--- src/rtl/dct_row_mem_ctrl.sv ---
// dct_row_mem_ctrl: frame sequencer for the row-DCT stage. It streams a run of words from the
// input RF into DCT_1D_row and writes the delayed DCT results into the output RF.
`default_nettype none

module dct_row_mem_ctrl #(
  parameter int MEM_LAT = 1,
  parameter int DCT_LAT = 3,
  parameter int AW      = 14
) (
  input  logic          clk,
  input  logic          reset,
  input  logic          start,
  input  logic [AW-1:0] base_in,
  input  logic [AW-1:0] base_out,
  input  logic [AW:0]   num_words,
  output logic          rd_nce,
  output logic          rd_nwrt,
  output logic [AW-5:0] rd_ra,
  output logic [3:0]    rd_ca,
  input  logic [175:0]  dct_out,
  output logic          wr_nce,
  output logic          wr_nwrt,
  output logic [AW-5:0] wr_ra,
  output logic [3:0]    wr_ca,
  output logic [191:0]  wr_data,
  output logic          busy,
  output logic          done
);

  localparam int         L         = MEM_LAT + DCT_LAT;
  localparam logic [AW:0] MAX_WORDS = (AW+1)'(1) << AW;

  typedef enum logic [1:0] {IDLE, READ, DRAIN, FIN} state_t;

  state_t        state_q;
  logic [AW-1:0] base_in_q, base_out_q;
  logic [AW:0]   n_q, rd_cnt_q, wr_cnt_q;
  logic [L-1:0]  vpipe_q, vpipe_d;
  logic [AW:0]   n_clamp;
  logic          push;
  logic [AW-1:0] rd_addr, wr_addr;

  assign n_clamp = (num_words > MAX_WORDS) ? MAX_WORDS : num_words;
  assign push    = ((state_q == IDLE) && start && (num_words != '0)) ||
                   ((state_q == READ) && (rd_cnt_q < n_q));
  assign rd_addr = base_in_q + rd_cnt_q[AW-1:0];
  assign wr_addr = base_out_q + wr_cnt_q[AW-1:0];
  assign rd_nwrt = 1'b1;
  assign wr_data = {16'b0, dct_out};

  // The tail bit of the valid pipe lines up with the DCT result of the read issued L cycles earlier.
  always_comb begin
    vpipe_d    = vpipe_q << 1;
    vpipe_d[0] = push;
  end

  always_ff @(posedge clk) begin
    if (reset) begin
      state_q    <= IDLE;
      base_in_q  <= '0;
      base_out_q <= '0;
      n_q        <= '0;
      rd_cnt_q   <= '0;
      wr_cnt_q   <= '0;
      vpipe_q    <= '0;
      rd_nce     <= 1'b1;
      rd_ra      <= '0;
      rd_ca      <= '0;
      wr_nce     <= 1'b1;
      wr_nwrt    <= 1'b1;
      wr_ra      <= '0;
      wr_ca      <= '0;
      busy       <= 1'b0;
      done       <= 1'b0;
    end else begin
      vpipe_q <= vpipe_d;
      done    <= 1'b0;

      if (vpipe_q[L-1]) begin
        wr_nce          <= 1'b0;
        wr_nwrt         <= 1'b0;
        {wr_ra, wr_ca}  <= wr_addr;
        wr_cnt_q        <= wr_cnt_q + 1'b1;
      end else begin
        wr_nce  <= 1'b1;
        wr_nwrt <= 1'b1;
      end

      case (state_q)
        IDLE: begin
          if (start) begin
            busy <= 1'b1;
            if (num_words == '0) begin
              done    <= 1'b1;
              state_q <= FIN;
            end else begin
              base_in_q      <= base_in;
              base_out_q     <= base_out;
              n_q            <= n_clamp;
              rd_nce         <= 1'b0;
              {rd_ra, rd_ca} <= base_in;
              rd_cnt_q       <= (AW+1)'(1);
              wr_cnt_q       <= '0;
              state_q        <= READ;
            end
          end
        end
        READ: begin
          if (rd_cnt_q < n_q) begin
            rd_nce         <= 1'b0;
            {rd_ra, rd_ca} <= rd_addr;
            rd_cnt_q       <= rd_cnt_q + 1'b1;
          end else begin
            rd_nce  <= 1'b1;
            state_q <= DRAIN;
          end
        end
        DRAIN: begin
          if (wr_cnt_q == n_q) begin
            done    <= 1'b1;
            state_q <= FIN;
          end
        end
        FIN: begin
          busy    <= 1'b0;
          state_q <= IDLE;
        end
        default: state_q <= IDLE;
      endcase
    end
  end

endmodule

`default_nettype wire

--- config.mk ---
export PLATFORM = sky130hd
export DESIGN_NAME = dct_row_mem_ctrl
export DESIGN_NICKNAME = d
export VERILOG_FILES = /design/src/rtl/dct_row_mem_ctrl.sv
export SDC_FILE = /design/constraint.sdc
export NUM_CORES = 1
export LEC_CHECK = 0
export CORE_AREA = 2 2 174 176
export CTS_CLUSTER_DIAMETER = 40
export CTS_CLUSTER_SIZE = 12
export DETAILED_ROUTE_END_ITERATION = 6
export DIE_AREA = 0 0 176 178
export HOLD_SLACK_MARGIN = 0.03
export PLACE_DENSITY = 0.62
export SLEW_MARGIN = 20
export SYNTH_ARGS = -nofsm -noshare
export SYNTH_HDL_FRONTEND = slang
export SYNTH_SLANG_ARGS = --single-unit
--- constraint.sdc ---
create_clock -name clk -period 2.4 [get_ports clk]
set_clock_uncertainty 0.15 [all_clocks]
set_input_delay 0.6 -clock clk [delete_from_list [all_inputs] [get_ports clk]]
set_output_delay 0.6 -clock clk [all_outputs]
set_load 0.02 [all_outputs]
== After elaboration in Yosys (flattened, before gate mapping) ==
Cells that the tools add are included.
Cells by class
  add/subtract/negate cells: 4
  multipliers: 0
  div/mod/pow operators: 0
  magnitude comparators: 2
  eq/ne operators: 9
  shift-type cells: 0
  multiplexer cells: 33
  bitwise logic cells: 1
  reductions and logical operators: 14
Operator list (number)
  15-bit two-way mux: 8
  15-bit by 1-bit adder with 15-bit output (second input constant): 2
  10-bit two-way mux: 3
  15-bit one-hot mux with 2 select lines: 1
  14-bit adder: 2
  10-bit one-hot mux with 2 select lines: 1
  15-bit equality test: 1
  15-bit > comparator (second input constant): 1
  15-bit zero test: 1
  15-bit < comparator: 1
  15-bit nonzero test: 1
  4-bit two-way mux: 3
  3-bit AND reduction: 3
  1-bit two-way mux: 8
  2-bit two-way mux: 4
  2-bit != test (second input constant): 4
  2-bit one-hot mux with 4 select lines: 1
  4-bit one-hot mux with 2 select lines: 1
  1-bit one-hot mux with 2 select lines: 3
  2-bit equality test (second input constant): 2
  4-bit AND reduction: 1
  2-bit nonzero test: 2
  1-bit logical AND: 3
  2-bit by 1-bit equality test with 1-bit output (second input constant): 1
  5 further kinds: 5
Storage, ports and cells
  bits in registers: 111
  bits in latches: 0
  bits in writable memories: 0
  memory bits (read-only): 0
  bits of input ports: 222
  output and inout bits: 226
  word-level logic and storage cells: 78
  memories kept: 0

== Longest topological paths before layout ==
  word-level depth: 5
  depth in mapped cells: 10
  gate-level depth less buffers: 8

== Worst setup path after synthesis ==
OpenSTA, ideal clock, no wires.
  path kind: flip-flop to flip-flop
  from: register wr_cnt_q[0]
  to: register wr_ra[8]
  library setup time: 82 ps
  arrival: 2245 ps
  data required time: 2168 ps
  slack: -78 ps
  stages on the path, launching flop included: 9
  path buffers: 0
  period minus slack after synthesis: 2478 ps
  cell sequence: dfxtp_1 ha_1 fa_1 a211oi_1 nor2_1 a221oi_1 a221o_1 nand4_1 o221ai_1
Between the ends
  longest elaborated chain between the ends: 1
RTL lines
  start, declared: line 37  | logic [AW:0] n_q, rd_cnt_q, wr_cnt_q;
  start signal, assigned: line 83  | wr_cnt_q <= wr_cnt_q + 1'b1;
  14-bit adder: line 47  | assign wr_addr = base_out_q + wr_cnt_q[AW-1:0];
  end signal, assigned: line 82  | {wr_ra, wr_ca} <= wr_addr;
  end, declared: line 23  | output logic [AW-5:0] wr_ra,
Every way passes these cells.
A chain may end at the register's enable or synchronous reset.

== Worst setup path in the final report ==
  from: input num_words[2]
  to: register rd_cnt_q[14]
Between the ends
  longest elaborated chain between the ends: 3
RTL lines
  start, declared: line 15  | input logic [AW:0] num_words,
  15-bit zero test: line 93  | if (num_words == '0) begin
  2-bit != test (no source line)
  4-bit AND reduction (no source line)
  end signal, assigned: line 102  | rd_cnt_q <= (AW+1)'(1);
  end signal, assigned: line 112  | rd_cnt_q <= rd_cnt_q + 1'b1;
  end, declared: line 37
Every way passes these cells.

==> out/results.ini <==
[grt]
grt_usage_pct=12.6
grt_max_degree=66
grt_pass1_wl_um=31000
grt_antenna_before_repair=0
grt_pass1_vias=5787
gr-total-overflow=0

[min_path]
min_path_type=register to register
min_from=vpipe_q[2]

[finish]
drive_gt1_share_pct=22.0
fin_util_pct=29.8
syn_to_final_growth_pct=15.9
final_area_um2=8770
regArea_um2=2250
stdcell_count=1304
multiInputGateArea_um2=3960
finalNetCount=1179
n_antenna_cell=0
fill_cells=3107

[clock_tree]
clk_latency_ns=0.36
cts_max_level=3
cts_tree=done
clk_path_buf_depth=2
cts-buffers-inserted=9
root_buffer=clkbuf_16
clk_pin_slew_worst_paths_ns=0.07
numClockSinks=111
cts_hold_buf=0

[job]
max-cap-violations=0

[detailed_routing]
drc=0
wl_per_cell_um=15.7
dr_total_vias=6070
drt-vias-per-instance=4.65
drt-initial-drc-count=365
ant_nets=0
finalWirelength_um=20500
drt_pass1_iterations=6

[sta]
finalHoldViolations=0
setup_violations=0
post-route-min-period_ns=2.38
slew_violations=0
fmax_mhz=421
tightest_slew_ns=0.650
fin_crit_sh_pct=99.0
relSlewSlack_pct=56.6
rsz0062_at_grt=yes

[synth]
synth_edf_count=0
ys_warn_count=0
synthDominantCellAreaShare_pct=29.4
yosysTopAreaCell=dfxtp_1
synthFlopType=dfxtp_1
synthTopCellsByArea=dfxtp_1 29%, buf_4 19%, ha_1 7.6%
ys_top_cells_by_count=195 x buf_4, 111 x dfxtp_1, 106 x nand2_1, 80 x a21oi_1, 59 x nor2_1
yosysMostFrequentCell=buf_4
syn_area_per_cell_um2=8.17
synth_cells=926
synth_cell_types=64
syn_area_um2=7570
synth-seq-cells=111
async_reset_ff_share_pct=0
seq_area_frac_synth_pct=29.4

[placement]
dp_cells=1272
dpl.hpwl_um=15100
port-buffer-count=78
dpl_cell_area_um2=8010
gp_congestion=0.891

[floorplan]
dieWidth_um=176
rows=63
io_pins=448
die_h_um=178
die-area_um2=31300
core_area_um2=29400
start_util_pct=25.7

[setup_path]
cp-start-kind=input port
cp.required_ns=2.53
critPathKind=input port to register
timing.rr.start=rd_cnt_q[14]
cp-end-kind=register
crit_fanout=5
arrival_ns=2.51
critPathLaunch=num_words[2]

[status]
status=complete, no violations

[power]
p_leak_nw=3.41
power_density_nw_per_um2=763
total_power_mw=6.70
worst_ir_drop_vdd_v=0.000428

[where the power goes]
group	internal [mW]	switching (mW)
clock network	0.835	0.754
registers	2.09	0.165
logic	1.34	1.51
total	4.27	2.43
[area by class of cell]
| class | instances | area share [%] |
|---|---|---|
| Multi-Input combinational cell | 575 | 45.1 |
| Sequential cell | 111 | 25.6 |
| Timing Repair Buffer | 181 | 18.7 |
| Tap cell | 390 | 5.56 |
| Clock buffer | 9 | 2.57 |
| Inverter | 31 | 1.33 |
| Clock inverter | 7 | 1.03 |
[critical path, stage by stage]
cell	delay, ns
dlygate4sd2_1	0.27
nor4_4	0.45
and4_4	0.32
o21ai_4	0.08
buf_6	0.13
o211ai_4	0.10
buf_12	0.15
buf_8	0.11
buf_6	0.10
o41ai_2	0.06
a21oi_1	0.14
[layer usage]
| layer | share of wire [%] | vias up | track usage [%] |
|---|---|---|---|
| li1 | - | 2952 | - |
| met2 | 46 | 262 | 20.4 |
| met1 | 43 | 2782 | 16.1 |
| met3 | 7.0 | 74 | 2.75 |
| met5 | 0 | - | 0 |
| met4 | 3.4 | 0 | 5.54 |
[final timing paths]
path / cells after the start / endpoint / slack [ns]
worst max-delay path: 11 / rd_cnt_q[14] / 0.02
worst min-delay path: 1 / vpipe_q[3] / 0.29
worst max register to register: 9 / rd_cnt_q[10] / 0.04
worst min register to register: 1 / vpipe_q[3] / 0.29
[cell usage in the layout, fill, tap and decap left out, drive strengths merged, types with 16 or more instances in the layout]
| master | netlist | routed |
|---|---|---|
| buf | 208 | 104 |
| nor2 | 59 | 59 |
| xnor2 | 33 | 33 |
| a211oi | 16 | 16 |
| ha | 46 | 46 |
| nand4 | 20 | 20 |
| dfxtp | 111 | 111 |
| nand3 | 18 | 18 |
| inv | 30 | 33 |
| a21oi | 82 | 82 |
| o21ai | 41 | 41 |
| clkdlybuf4s50 | 0 | 62 |
| conb | 2 | 17 |
| nand2 | 106 | 106 |
[repair_timing]
action                     in CTS  in global routing
gates cloned                    1                  0
setup endpoints to repair      92                 31
pin swaps                      19                 22
gates resized for setup        55                 42
setup buffers                  10                  6
[per-stage QoR]
step	setup WS (ns)	TNS, ns	hold WS, ns
2_1_floorplan	0.0460	0	0.264
3_3_place_gp	-0.667	-47.61	0.265
3_5_place_dp	-0.695	-52.41	0.270
4_1_cts	0.000937	0	0.288
5_1_grt	-0.0383	-0.197	0.307
6_report	0.0232	0	0.288
[state kept, by name, indices dropped and copies added (netlist names)]
signal and flops:
vpipe_q 4, state_q 2, base_out_q 14, busy 1, base_in_q 14, wr_ra 10, wr_nwrt 1, n_q 15
wr_cnt_q 15, rd_ca 4, wr_ca 4, rd_cnt_q 15, done 1, rd_ra 10, rd_nce 1
[logic make-up after synthesis]
kind of cell / Yosys count / synth area share, %
buf+inv: 255 / 22.9
simple gates: 250 / 15.3
mux: 14 / 1.85
compound gates: 200 / 17.0
xor+xnor: 46 / 5.32
other cells: 2 / 0.0992
fa+ha+maj: 48 / 8.13
flops: 111 / 29.4
No activity file was read; power rests on OpenSTA's default activity.
